===== src/rtl/pwm_channel_ctrl.sv =====
// Complementary PWM output stage: preload/active ARR and CCR, update event,
// CNT-vs-CCR compare and dead-time insertion with programmable polarity.
module pwm_channel_ctrl #(
  parameter int unsigned WIDTH    = 16,
  parameter int unsigned DT_WIDTH = 8
) (
  input  logic                clk,
  input  logic                rst_n,
  input  logic                tick,
  input  logic                PWM_EN,
  input  logic                mode,
  input  logic [WIDTH-1:0]    CNT,
  input  logic [WIDTH-1:0]    ARR_PRE,
  input  logic [WIDTH-1:0]    CCR_PRE,
  input  logic                PRELOAD_EN,
  input  logic                POL,
  input  logic [DT_WIDTH-1:0] DTG,
  output logic [WIDTH-1:0]    ARR_ACT,
  output logic [WIDTH-1:0]    CCR_ACT,
  output logic                UEV,
  output logic                PWM_H,
  output logic                PWM_L
);

  typedef enum logic [2:0] {
    OFF     = 3'd0,
    H_ON    = 3'd1,
    L_ON    = 3'd2,
    DT_TO_H = 3'd3,
    DT_TO_L = 3'd4
  } state_t;

  state_t              state;
  state_t              state_nxt;
  logic [DT_WIDTH-1:0] dt_cnt;
  logic [DT_WIDTH-1:0] dt_cnt_nxt;
  logic                ref_q;
  logic                uev_c;
  logic                load_c;
  logic                dtg_zero_c;

  // Update event: last count before wrap (up) or the valley (up-down).
  assign uev_c      = PWM_EN & tick & ((~mode & (CNT >= ARR_ACT)) | (mode & (CNT == '0)));
  assign load_c     = ~PWM_EN | ~PRELOAD_EN | uev_c;
  assign dtg_zero_c = (DTG == '0);

  // Active period/compare registers, update pulse and compare reference.
  always_ff @(posedge clk or negedge rst_n) begin
    if (!rst_n) begin
      ARR_ACT <= '0;
      CCR_ACT <= '0;
      UEV     <= 1'b0;
      ref_q   <= 1'b0;
    end else begin
      if (load_c) begin
        ARR_ACT <= ARR_PRE;
        CCR_ACT <= CCR_PRE;
      end
      UEV   <= uev_c;
      ref_q <= PWM_EN & (CNT < CCR_ACT);
    end
  end

  // Dead-time next-state logic; a reference flip during dead time restarts it toward the other side.
  always_comb begin
    state_nxt  = state;
    dt_cnt_nxt = dt_cnt;
    if (!PWM_EN) begin
      state_nxt = OFF;
    end else begin
      case (state)
        OFF: state_nxt = ref_q ? H_ON : L_ON;
        L_ON: begin
          if (ref_q) begin
            if (dtg_zero_c) begin
              state_nxt = H_ON;
            end else begin
              state_nxt  = DT_TO_H;
              dt_cnt_nxt = DTG;
            end
          end
        end
        H_ON: begin
          if (!ref_q) begin
            if (dtg_zero_c) begin
              state_nxt = L_ON;
            end else begin
              state_nxt  = DT_TO_L;
              dt_cnt_nxt = DTG;
            end
          end
        end
        DT_TO_H: begin
          if (!ref_q) begin
            if (dtg_zero_c) begin
              state_nxt = L_ON;
            end else begin
              state_nxt  = DT_TO_L;
              dt_cnt_nxt = DTG;
            end
          end else if (dt_cnt <= DT_WIDTH'(1)) begin
            state_nxt = H_ON;
          end else begin
            dt_cnt_nxt = dt_cnt - DT_WIDTH'(1);
          end
        end
        DT_TO_L: begin
          if (ref_q) begin
            if (dtg_zero_c) begin
              state_nxt = H_ON;
            end else begin
              state_nxt  = DT_TO_H;
              dt_cnt_nxt = DTG;
            end
          end else if (dt_cnt <= DT_WIDTH'(1)) begin
            state_nxt = L_ON;
          end else begin
            dt_cnt_nxt = dt_cnt - DT_WIDTH'(1);
          end
        end
        default: state_nxt = OFF;
      endcase
    end
  end

  // State register; outputs are registered from the next state so they never overlap.
  always_ff @(posedge clk or negedge rst_n) begin
    if (!rst_n) begin
      state  <= OFF;
      dt_cnt <= '0;
      PWM_H  <= 1'b0;
      PWM_L  <= 1'b0;
    end else begin
      state  <= state_nxt;
      dt_cnt <= dt_cnt_nxt;
      PWM_H  <= POL ^ (state_nxt == H_ON);
      PWM_L  <= POL ^ (state_nxt == L_ON);
    end
  end

endmodule


===== config.mk =====
export PLATFORM = sky130hd
export DESIGN_NAME = pwm_channel_ctrl
export DESIGN_NICKNAME = d
export VERILOG_FILES = /design/src/rtl/pwm_channel_ctrl.sv
export SDC_FILE = /design/constraint.sdc
export NUM_CORES = 1
export LEC_CHECK = 0
export CAP_MARGIN = 10
export CORE_MARGIN = 4
export CORE_UTILIZATION = 60
export CTS_CLUSTER_DIAMETER = 120
export DETAILED_ROUTE_END_ITERATION = 7
export DONT_BUFFER_PORTS = 1
export GPL_TIMING_DRIVEN = 0
export PLACE_DENSITY = 0.83
export SETUP_SLACK_MARGIN = 0.05
export SYNTH_ARGS = -nofsm -noshare
export SYNTH_HDL_FRONTEND = slang
export SYNTH_SLANG_ARGS = --single-unit
export TNS_END_PERCENT = 10

===== constraint.sdc =====
create_clock -name clk -period 2.9 [get_ports clk]
set_input_delay 0.58 -clock clk [delete_from_list [all_inputs] [get_ports clk]]
set_output_delay 0.58 -clock clk [all_outputs]
set_load 0.005 [all_outputs]

---- After elaboration in Yosys (flattened, before gate mapping) ----
Cells that the tools add are included.
cells by class
  multiplexer cells ....................... 18
  reduce and logical (&&, ||, !) cells .... 5
  equal/unequal tests ..................... 8
  add/sub/neg operators ................... 1
  $lt $le $gt $ge ......................... 3
  bitwise gates (word level) .............. 13
operator list
  operator                                                                count
  8-bit 2-to-1 mux                                                        6
  8-bit one-hot mux with 4 select lines                                   1
  3-bit 2-to-1 mux                                                        8
  16-bit greater-or-equal comparator                                      1
  16-bit zero test                                                        1
  16-bit less-than comparator                                             1
  3-bit one-hot mux with 5 select lines                                   1
  3-bit by 2-bit equality test with 1-bit output (second input constant)  3
  8-bit by 1-bit <= comparator with 1-bit output (second input constant)  1
  8-bit zero test                                                         1
  8-bit by 1-bit subtractor with 8-bit output (second input constant)     1
  3-bit by 1-bit equality test with 1-bit output (second input constant)  2
  1-bit AND                                                               5
  2-bit 2-to-1 mux                                                        2
  2-bit != test (second input constant)                                   2
  4-bit AND reduction                                                     1
  4-bit nonzero test                                                      1
  3-bit equality test (second input constant)                             1
  3-bit zero test                                                         1
  1-bit inverter                                                          3
  1-bit bitwise OR                                                        3
  1-bit XOR                                                               2
storage, ports and cells
  register bits after elaboration ......... 47
  input bits .............................. 63
  output and inout bits ................... 35
  logic and storage cells ................. 56

---- Longest topological paths before layout ----
Gate-level depths: netlist of run 1.
  word-level depth ........................ 7
  mapped depth ............................ 9
  gate-level depth less buffers ........... 8

---- Worst setup path before layout of run 1 ----
Ideal clock, no wire load.
  kind .................................... in2reg
  start ................................... input port CNT[0]
  end ..................................... register ARR_ACT[0]
  slack ................................... 0.421 ns
  buffers on the path ..................... 1
  stages .................................. 9
  data arrival time ....................... 2.354 ns
  library setup time ...................... 0.125 ns
  required time ........................... 2.775 ns
  cell sequence ........................... inv_1 > ha_1 > nand2b_4 > a2111oi_4 > nor3b_1 > nor4b_4 > o211ai_2 > buf_6 > mux2_4
on the way
  longest elaborated chain between the ends .. 5
  elaborated cells on any way between the ends .. 7
  classes of those cells .................. order compare (1); bitwise (5); reduce/logical (1)
RTL lines
  what                                                                           RTL line  text
  from (decl)                                                                    12        input logic [WIDTH-1:0] CNT,
  16-bit greater-or-equal comparator / 16-bit zero test (equally long branches)  43        assign uev_c = PWM_EN & tick & ((~mode & (CNT >= ARR_ACT)) | (mode & (CNT == '0)));
  1-bit AND                                                                      43
  1-bit bitwise OR *                                                             43
  1-bit AND *                                                                    43
  1-bit bitwise OR *                                                             44        assign load_c = ~PWM_EN | ~PRELOAD_EN | uev_c;
  to (signal assigned)                                                           50        ARR_ACT <= '0;
  to (signal assigned)                                                           56        ARR_ACT <= ARR_PRE;
  to (decl)                                                                      18        output logic [WIDTH-1:0] ARR_ACT,
Mark *: on every way between the ends. The rest lies on a longest branch, timed or not.
A chain may end at the register's enable or synchronous reset.

---- Final worst setup path of run 1 ----
  start ................................... register ARR_ACT[11]
  end ..................................... register ARR_ACT[4]
on the way
  longest elaborated chain between the ends .. 5
RTL lines
  what                                RTL line
  16-bit greater-or-equal comparator  43
  1-bit AND                           43
  1-bit bitwise OR                    43
  1-bit AND                           43
  1-bit bitwise OR                    44
Every way passes these cells.

==> results of run 1 <==
-- worst paths after layout --
path | cells after the start | slack [ns] | to | startpoint
setup / recovery | 9 | 0.35 | ARR_ACT[4] | ARR_ACT[11]
hold / removal | 1 | 0.12 | CCR_ACT[6] | rst_n
setup reg to reg | 9 | 0.35 | ARR_ACT[4] | ARR_ACT[11]
hold reg to reg | 1 | 0.56 | CCR_ACT[10] | CCR_ACT[10]
max in group asynchronous | 1 | 2.56 | CCR_ACT[14] | rst_n
min in group clk | 1 | 0.37 | PWM_L | POL
-- Yosys cell counts, types with 2 or more instances --
cell | number | share of area [%]
o21ai_1 | 8 | 1.3
inv_1 | 35 | 4.3
a211oi_1 | 2 | 0.49
xor2_1 | 2 | 0.57
a21o_1 | 4 | 0.98
nor3_1 | 6 | 0.98
nand3b_1 | 2 | 0.49
nand2b_1 | 3 | 0.61
mux2_2 | 2 | 0.74
buf_6 | 3 | 1.1
a22oi_1 | 2 | 0.49
o21ai_0 | 13 | 2.1
a21oi_1 | 12 | 2.0
nand3_1 | 7 | 1.1
nand4_1 | 7 | 1.4
o211ai_2 | 2 | 0.82
clkbuf_1 | 3 | 0.37
nor2b_1 | 2 | 0.41
o21a_1 | 2 | 0.49
nor4_1 | 6 | 1.2
nand2_1 | 10 | 1.2
mux2_4 | 30 | 15
dfrtp_1 | 47 | 38
nor2_1 | 18 | 2.2
o211ai_1 | 3 | 0.74
ha_1 | 33 | 14
-- stage by stage --
step	hold slack, ns	utilization, %
after global routing	0.129	67.3
after CTS	0.131	67.3
after floorplan	0.284	-
final	0.123	67.3
after detailed placement	0.286	65.2
after global placement	0.286	65.2
-- cell type report --
type | instances | area (um^2) | share of cell area [%]
flip-flops and latches | 47 | 1180 | 36.3
clock buffers | 6 | 72.6 | 2.24
repair buffers | 1 | 27.5 | 0.849
well taps | 67 | 83.8 | 2.59
inverters | 35 | 131 | 4.05
multi-input cells | 196 | 1700 | 52.6
plain buffers | 6 | 45.0 | 1.39
-- kinds of logic (layout without fill, tap and decap cells) --
group                    count (synthesis)  count (layout)  share of synthesized area, %
multiplexers                            33              33                          15.8
flip-flops                              47              47                          38.5
AO/OA/AOI/OAI                           61              61                          13.7
XOR/XNOR                                 2               2                         0.573
buffers and inverters                   41              48                          5.77
AND/OR/NAND/NOR                         67              67                          12.2
adder cells (fa/ha/maj)                 33              33                          13.5
-- metal layers --
| metal | wire length, um | part of all wire, % | global-route usage, % | up-vias |
|---|---|---|---|---|
| li1 | - | - | - | 1039 |
| met1 | 2700 | 40 | 26.2 | 1038 |
| met2 | 3300 | 49 | 37.2 | 98 |
| met3 | 662 | 9.8 | 8.80 | 11 |
| met4 | 112 | 1.7 | 6.53 | 0 |
| met5 | 0 | 0 | 0 | - |
-- power breakdown --
group          switching (W)  total (W)  internal [W]
registers           0.000115   0.000877      0.000762
logic               0.000268   0.000504      0.000236
clock network       0.000204   0.000365      0.000161
-- registers in the layout, indices dropped and copies added, names as in the netlist --
| name | cells |
|---|---|
| state | 3 |
| dt_cnt | 8 |
| CCR_ACT | 16 |
| ARR_ACT | 16 |
| ref_q | 1 |
| PWM_L | 1 |
| PWM_H | 1 |
| UEV | 1 |
-- critical path, delay by kind of cell, from the launching register on --
| kind | cells | cell delay [ns] |
|---|---|---|
| simple gates | 4 | 0.76 |
| flops | 1 | 0.41 |
| fa+ha+maj | 1 | 0.28 |
| mux | 1 | 0.31 |
| compound gates | 1 | 0.37 |
| buf+inv | 2 | 0.30 |
==> results.json, run 1 <==
{
  "cp-end-kind": "flip-flop",
  "initial_core_util_pct": 63.5,
  "avgRoutedWirePerCell_um": 18.9,
  "finalWirelength_um": 6770,
  "ys_async_sr_fraction_pct": 100,
  "pre_cts_ws_ns": 0.239,
  "grt_usage_pct": 22.2,
  "fin_setup_tns_ns": 0,
  "fin_crit_sh_pct": 88.0,
  "setup_violations": 0,
  "final_area_um2": 3240,
  "clk_pin_slew_worst_paths_ns": 0.09,
  "netlist_instances": 284,
  "viasPerCell": 6.11,
  "total_power_w": 0.00175,
  "power_density_nw_per_um2": 539,
  "synth_flop_cell": "dfrtp_1",
  "hold_class": "input port to async pin",
  "rsz0062_at_grt": "false",
  "synth_nets": 380,
  "nNetsFinal": 388,
  "layout_setup_ws_ns": 0.347,
  "hold_violations": 0,
  "grt_pass1_wl_um": 10700,
  "fillCellCount": 375,
  "pin_count": 98,
  "cap_violations": 0,
  "yosysWarnings": 0,
  "yosysUniqueCellTypes": 46,
  "place_congestion": 0.875,
  "cts_buffers": 5,
  "slew_viol_final": 0,
  "vdd_drop_max_v": 0.000472,
  "h-tree-depth": 2,
  "mostFrequentLayoutCell": "dfrtp_1",
  "worst_pin_slew_ns": 0.766,
  "max_freq_ghz": 0.392,
  "dp.cells": 351,
  "final_cell_mix": "dfrtp_1, inv_1, ha_1",
  "core_um2": 4820,
  "die-area_um2": 6300,
  "clock_path_buffers": 2,
  "critPathLaunchType": "flip-flop",
  "path_cells": "inv_1 -> ha_1 -> nand4_1 -> nor2_1 -> nor3b_1 -> nor4b_4 -> o211ai_2 -> buf_6 -> mux2_4",
  "die_width_um": 79.4,
  "power_leakage_nw": 1.61,
  "relSlewSlack_pct": 48.4,
  "ys_seq_elements": 47,
  "path_class": "flip-flop to flip-flop",
  "critPathMaxStageDelay_ns": 0.41,
  "synth_edf_count": 0,
  "fp.dieH_um": 79.4,
  "port_buffers": 0,
  "status": "finished clean",
  "syn_avg_cell_area_um2": 10.8,
  "ys_seq_area_share_pct": 38.5,
  "first_pass_iters": 4,
  "rows": 25,
  "skew_ns": 0.00934,
  "fin_crit_ns": 2.55,
  "drtAntennaViolNets": 0,
  "final_layout_size_suffix_gt1_share_pct": 16.2,
  "vias": 2186,
  "arrival_ns": 2.73,
  "dpl.hpwl_um": 5430,
  "areaGrowthSynthToFinish_pct": 6.02,
  "clock-sinks": 47,
  "slowest_stage": "dfrtp_1",
  "clock_latency_ns": 0.29,
  "ctsResizeCount": 0,
  "drc_errors": 0,
  "cts_tree": "done",
  "postCtsHoldBufs": 1,
  "drt-initial-drc-count": 126,
  "cts-root-buf": "clkbuf_8",
  "dpl_cell_area_um2": 3140,
  "syn_area_um2": 3060,
  "cp_max_fo": 10,
  "cp_data_required_time_ns": 3.07,
  "grt_overflow": 0,
  "grt_pass1_vias": 2198,
  "diodes": 0,
  "grt_max_degree": 48,
  "fin_cells": 358,
  "antenna_found_initial": 0,
  "post_cts_buffers": 0
}
No activity file was read; power rests on OpenSTA's default activity.
==> inputs of run 2 (changes only) <==
CAP_MARGIN = 0   (was 10)
==> results of run 2 <==
No change in the layout: final DEF, timing and power equal those of run 1.
==> inputs of run 3 (changes only) <==
CTS_CLUSTER_SIZE = 20   (was unset)
==> results of run 3 <==
No change in the layout: final DEF, timing and power equal those of run 1.
